File: config.mk
export PLATFORM = sky130hd
export DESIGN_NAME = vector_issue_ctrl
export DESIGN_NICKNAME = d
export VERILOG_FILES = /design/src/rtl/vector_issue_pkg.sv /design/src/rtl/vector_issue_ctrl_decode.sv /design/src/rtl/vector_issue_ctrl.sv
export SDC_FILE = /design/constraint.sdc
export NUM_CORES = 1
export LEC_CHECK = 0
export CAP_MARGIN = 5
export CELL_PAD_IN_SITES_DETAIL_PLACEMENT = 0
export CELL_PAD_IN_SITES_GLOBAL_PLACEMENT = 2
export CORE_MARGIN = 2
export CORE_UTILIZATION = 26
export CTS_CLUSTER_DIAMETER = 100
export DETAILED_ROUTE_END_ITERATION = 10
export PLACE_DENSITY_LB_ADDON = 0.1
export SLEW_MARGIN = 20
export SYNTH_ARGS = -nofsm -noshare
export SYNTH_HDL_FRONTEND = slang
export SYNTH_SLANG_ARGS = --single-unit
File: constraint.sdc
create_clock -name clk -period 1.8 [get_ports clk]
set_input_delay 0.18 -clock clk [delete_from_list [all_inputs] [get_ports clk]]
set_output_delay 0.18 -clock clk [all_outputs]
set_load 0.01 [all_outputs]
File: src/rtl/vector_issue_pkg.sv
// Shared encodings, FSM states and the control-bundle layout for the vector issue controller.
package vector_issue_pkg;

    localparam logic [1:0] OPT_ALU = 2'b00;
    localparam logic [1:0] OPT_IMM = 2'b01;
    localparam logic [1:0] OPT_MEM = 2'b10;
    localparam logic [1:0] OPT_BR  = 2'b11;

    localparam logic [3:0] MEM_LD  = 4'b0000;
    localparam logic [3:0] MEM_ST  = 4'b0001;
    localparam logic [3:0] MEM_VLD = 4'b1000;
    localparam logic [3:0] MEM_VST = 4'b1001;

    localparam logic [3:0] ALU_ADD = 4'b0000;
    localparam logic [3:0] ALU_SUB = 4'b0001;

    typedef enum logic [1:0] {
        ST_IDLE,
        ST_SCALAR,
        ST_VECTOR
    } state_t;

    typedef struct packed {
        logic       immSrc;
        logic       branchFlag;
        logic       memWrite;
        logic       memToReg;
        logic       regWrite;
        logic       regWriteV;
        logic       modeSel;
        logic [3:0] aluControl;
        logic       illegal;
    } ctrl_bundle_t;

endpackage

File: src/rtl/vector_issue_ctrl_decode.sv
// Purely combinational instruction decoder: (op_type, op_code, rd) -> ctrl_bundle_t.
module ctrl_decode
    import vector_issue_pkg::*;
#(
    parameter int RF_AW = 4
) (
    input  logic [1:0]       op_type,
    input  logic [3:0]       op_code,
    input  logic [RF_AW-1:0] rd,
    output ctrl_bundle_t     ctrl
);

    logic rdNonZero;
    assign rdNonZero = (rd != '0);

    always_comb begin
        ctrl = '0;
        case (op_type)
            OPT_ALU, OPT_IMM: begin
                ctrl.aluControl = {1'b0, op_code[2:0]};
                ctrl.immSrc     = (op_type == OPT_IMM);
                ctrl.modeSel    = op_code[3];
                ctrl.regWrite   = !op_code[3] && rdNonZero;
                ctrl.regWriteV  = op_code[3];
            end
            OPT_MEM: begin
                ctrl.immSrc     = 1'b1;
                ctrl.aluControl = ALU_ADD;
                case (op_code)
                    MEM_LD: begin
                        ctrl.memToReg = 1'b1;
                        ctrl.regWrite = rdNonZero;
                    end
                    MEM_ST:  ctrl.memWrite = 1'b1;
                    MEM_VLD: begin
                        ctrl.memToReg  = 1'b1;
                        ctrl.regWriteV = 1'b1;
                        ctrl.modeSel   = 1'b1;
                    end
                    MEM_VST: begin
                        ctrl.memWrite = 1'b1;
                        ctrl.modeSel  = 1'b1;
                    end
                    default: ctrl.illegal = 1'b1;
                endcase
            end
            default: begin
                // Branches never write and always run scalar, whatever op_code[3] says.
                ctrl.branchFlag = 1'b1;
                ctrl.immSrc     = 1'b1;
                ctrl.aluControl = ALU_SUB;
            end
        endcase
    end

endmodule

File: src/rtl/vector_issue_ctrl.sv
// Registered, handshaked issue controller that replays each vector op for VLEN/LANES beats.
// Optional perf counters (issue_cnt, beat_cnt) are built when VECTOR_ISSUE_PERF_EN is defined.
module vector_issue_ctrl
    import vector_issue_pkg::*;
#(
    parameter int VLEN  = 8,
    parameter int LANES = 4,
    parameter int RF_AW = 4,
`ifdef VECTOR_ISSUE_PERF_EN
    parameter int CNT_W = 32,
`endif
    localparam int BEATS  = VLEN / LANES,
    localparam int BEAT_W = (BEATS > 1) ? $clog2(BEATS) : 1
) (
    input  logic              clk,
    input  logic              rst,
    input  logic              in_valid,
    output logic              in_ready,
    input  logic [1:0]        op_type,
    input  logic [3:0]        op_code,
    input  logic [RF_AW-1:0]  rd,
    input  logic              flush,
    output logic              out_valid,
    input  logic              out_ready,
    output logic              imm_src,
    output logic              branch_flag,
    output logic              mem_write,
    output logic              mem_to_reg,
    output logic              reg_write,
    output logic              reg_write_v,
    output logic              mode_sel,
    output logic [3:0]        alu_control,
    output logic [RF_AW-1:0]  rd_out,
    output logic [BEAT_W-1:0] beat_idx,
    output logic              last_beat,
`ifdef VECTOR_ISSUE_PERF_EN
    output logic [CNT_W-1:0]  issue_cnt,
    output logic [CNT_W-1:0]  beat_cnt,
`endif
    output logic              illegal
);

    localparam logic [BEAT_W-1:0] LAST_IDX   = BEAT_W'(BEATS - 1);
    localparam logic              MULTI_BEAT = (BEATS > 1);

    state_t             stateReg, stateNext;
    logic               validReg, validNext;
    ctrl_bundle_t       bundleReg, bundleNext, decoded;
    logic [RF_AW-1:0]   rdReg, rdNext;
    logic [BEAT_W-1:0]  beatReg, beatNext;
    logic               lastReg, lastNext;
    logic               inReady, accept, handshake, goVector;

    ctrl_decode #(.RF_AW(RF_AW)) uDecode (
        .op_type (op_type),
        .op_code (op_code),
        .rd      (rd),
        .ctrl    (decoded)
    );

    // A new op may enter only when the slot is empty or its final beat is leaving now.
    assign inReady   = !rst && !flush && (stateReg == ST_IDLE || (out_ready && lastReg));
    assign accept    = in_valid && inReady;
    assign handshake = validReg && out_ready;
    assign goVector  = decoded.modeSel && MULTI_BEAT;

    always_comb begin
        stateNext  = stateReg;
        validNext  = validReg;
        bundleNext = bundleReg;
        rdNext     = rdReg;
        beatNext   = beatReg;
        lastNext   = lastReg;
        if (flush) begin
            stateNext = ST_IDLE;
            validNext = 1'b0;
            beatNext  = '0;
            lastNext  = 1'b0;
        end else if (accept) begin
            stateNext  = goVector ? ST_VECTOR : ST_SCALAR;
            validNext  = 1'b1;
            bundleNext = decoded;
            rdNext     = rd;
            beatNext   = '0;
            lastNext   = !goVector;
        end else if (handshake) begin
            if (stateReg == ST_VECTOR && !lastReg) begin
                beatNext = beatReg + BEAT_W'(1);
                lastNext = ((beatReg + BEAT_W'(1)) == LAST_IDX);
            end else begin
                stateNext = ST_IDLE;
                validNext = 1'b0;
                beatNext  = '0;
                lastNext  = 1'b0;
            end
        end
    end

    always_ff @(posedge clk) begin
        if (rst) begin
            stateReg  <= ST_IDLE;
            validReg  <= 1'b0;
            bundleReg <= '0;
            rdReg     <= '0;
            beatReg   <= '0;
            lastReg   <= 1'b0;
        end else begin
            stateReg  <= stateNext;
            validReg  <= validNext;
            bundleReg <= bundleNext;
            rdReg     <= rdNext;
            beatReg   <= beatNext;
            lastReg   <= lastNext;
        end
    end

`ifdef VECTOR_ISSUE_PERF_EN
    // Counters survive flush; only reset clears them.
    always_ff @(posedge clk) begin
        if (rst) begin
            issue_cnt <= '0;
            beat_cnt  <= '0;
        end else begin
            if (accept)    issue_cnt <= issue_cnt + CNT_W'(1);
            if (handshake) beat_cnt  <= beat_cnt + CNT_W'(1);
        end
    end
`endif

    assign in_ready    = inReady;
    assign out_valid   = validReg;
    assign imm_src     = bundleReg.immSrc;
    assign branch_flag = bundleReg.branchFlag;
    assign mem_write   = bundleReg.memWrite;
    assign mem_to_reg  = bundleReg.memToReg;
    assign reg_write   = bundleReg.regWrite;
    assign reg_write_v = bundleReg.regWriteV;
    assign mode_sel    = bundleReg.modeSel;
    assign alu_control = bundleReg.aluControl;
    assign illegal     = bundleReg.illegal;
    assign rd_out      = rdReg;
    assign beat_idx    = beatReg;
    assign last_beat   = lastReg;

endmodule

==> flow_summary.toml <==
[grt]
grt_pass1_vias = 908
grt-ovfl-total = 0
antenna_found_initial = 0
grt_pass1_wl_mm = 4.20
top_usage_layer = "met2"
grt_use_met2_pct = 19.7
grt_util_met3_pct = 4.05
met1_usage_pct = 17.4
grt_max_degree = 18
gr-usage-all-layers_pct = 13.0

[logic_synthesis]
syn_inst = 105
synth-compound-area-share_pct = 27.3
yosysWarnings = 0
yosysTopAreaCell = "dfxtp_1"
yosys.cell_types.count = 36
synthMuxAreaShare_pct = 1.07
synth_xor_area_share_pct = 0.933
ys_ff_latch = 20
synth_edf_count = 0
ys_top_cells_by_area = "dfxtp_1 (43%), o21ai_1 (8.5%), a21oi_1 (7.5%), nand4b_1 (2.8%), o2bb2ai_1 (2.8%)"
synth_area_sq_um = 938
synth_fp_nets = 120
async_flop_share_pct = 0
ys_seq_area_share_pct = 42.7
synth_top_area_share_pct = 42.7
synth-simple-area-share_pct = 20.7
synth_top_family_by_area = "compound AO/OA/AOI/OAI gates"
yosys.area_share.adder_pct = 0
synth-main-ff-cell = "dfxtp_1"
postSynthAreaPerCell_sq_um = 8.94

[cts]
cts_setup_buffers = 0
cts_inserted_buffers = 3
clk_pin_slew_ns = 0.11
clock_path_buffers = 2
htreeDepth = 1
insertion_delay_ns = 0.30
cts.sinks = 20
cts_tree = "yes"
cts.root.buffer_cell = "clkbuf_4"

[flow_run]
maxCapViolations = 0

[place]
portBuffers = 33
place_inst = 185
hpwl_mm = 1.82
gp_congestion = 0.781
pre_cts_ws_ns = 0.101

[finish]
areaGrowthSynthToFinish_pct = 45.9
post-route-util_pct = 40.4
finalNonFillerCells = 188
largest_reg_flops = 4
fin_nets = 159
drive_gt1_share_pct = 12.7
diodes = 0

[floorplan]
coreArea_sq_mm = 0.00339
fp.dieH_um = 64.1
io-pin-count = 35
die-area_sq_mm = 0.00411
start_util_pct = 27.7
rows = 21
fp.dieW_um = 64.1

[pwr]
seq_power_share_pct = 55.0
p_comb_share_pct = 20.2
clkPwrFrac_pct = 24.8
p_per_area_mw_per_mm2 = 620
p_sw_uw = 226
ir_drop_mv = 0.302
fin_total_pwr_uw = 849
p_leak_nw = 0.464
p_int_uw = 623
p_sw_share_pct = 26.6

[sta]
period_needed_ns = 1.47
rsz0062_at_grt = "false"
timing.fmax_mhz = 680
finalSetupTns_ns = 0
timing.final.hold_violations = 0
fin_skew_ns = 0.00477
drv_slew = 0
setup_viol = 0
fin_ws_ns = 0.330
min_period_over_period_pct = 81.7

[worst_setup_path]
cp-end-kind = "output port"
critPathBufInv = 1
slowest_stage = "clkdlybuf4s50_1"
critical_path.cell_chain = "clkdlybuf4s50_1"
crit_type = "register to output port"
crit_arrival_ns = 1.29
start_kind = "register"
max_stage_delay_ns = 0.57
crit_family = "buffers and inverters"
worstPathMaxFanout = 5
worstPathRequired_ns = 1.62

[drt]
antenna_left = 0
wl_per_cell_um = 13.3
vias = 922
wl_mm = 2.50
route.detailed.drc = 0
drtIter0Drc = 40
viasPerCell = 4.90
first_pass_iters = 4

[worst_hold_path]
hold_path_class = "input port to register"

[run_status]
status = "finished clean"
==> metal layers <==
metal | share of wire (%) | wire (um) | vias to the layer above
met4 | 0.76 | 19 | 0
met1 | 49 | 1220 | 424
met3 | 5.5 | 137 | 2
met5 | 0 | 0 | -
li1 | - | - | 473
met2 | 45 | 1120 | 23
==> cell usage after synthesis, types with 3 or more instances <==
library cell / n
dfxtp_1: 20
o21ai_1: 16
a21oi_1: 14
buf_2: 4
nand3_1: 4
nand4_1: 4
nand2_1: 3
nand4b_1: 3
nor3_1: 3
o2bb2ai_1: 3
==> power groups by stage <==
stage	sequential, mW	clock, mW	combinational [mW]
4_1_cts	0.467	0.229	0.173
5_1_grt	0.470	0.243	0.188
3_3_place_gp	0.477	0	0.173
3_5_place_dp	0.477	0	0.173
2_1_floorplan	0.482	0	0.0752
6_report	0.467	0.210	0.171
==> path summary, 6_finish.rpt <==
path,startpoint,to,slack [ns],cells past startpoint
setup / recovery,last_beat$_SDFFE_PP0P_,last_beat,0.33,1
hold / removal,rd[0],rd_out[0]$_SDFFE_PP0P_,0.45,3
setup reg to reg,stateReg[0]$_SDFFE_PP0P_,stateReg[1]$_SDFFE_PP0P_,0.54,4
hold reg to reg,mem_to_reg$_SDFFE_PP0P_,mem_to_reg$_SDFFE_PP0P_,0.49,2
==> through the flow <==
stage | instance area (sq um) | hold slack [ns]
after detailed placement | 1340 | 0.475
after CTS | 1370 | 0.449
after global routing | 1370 | 0.467
final | 1370 | 0.454
after floorplan | 938 | 0.325
after global placement | 1340 | 0.466
==> kinds of logic after synthesis <==
kind of cell              Yosys count
AOI/OAI and AO/OA                  42
and+or+nand+nor                    29
DFF                                20
buffers and inverters              11
xor gates and xnor gates            1
muxes                               1
other                               1
==> repair_timing <==
action / 4_1_cts / 5_1_grt
endpoints found under the setup margin: 0 / 1
gates resized for setup: 0 / 1
hold buffers: 0 / 0
==> layout make-up <==
class                      count  area (sq um)
clock buffer                   3          22.5
fill                         347          2020
inverter                       2          7.51
multi-input combinational     74           473
sequential                    20           400
tap                           46          57.6
timing repair buffer          43           408
==> placed cells by master, fill, tap and decap left out, types with 2 or more instances in the layout <==
master	instances
a21oi_1	14
nand2_1	3
nor3_1	3
nand4_1	4
clkbuf_4	3
inv_1	2
nand3_1	4
o21ai_1	16
dfxtp_1	20
o31ai_1	2
nor2b_1	2
o2bb2ai_1	3
nand4b_1	3
clkdlybuf4s50_1	32
buf_4	10
(Power assumes the default switching activity.)
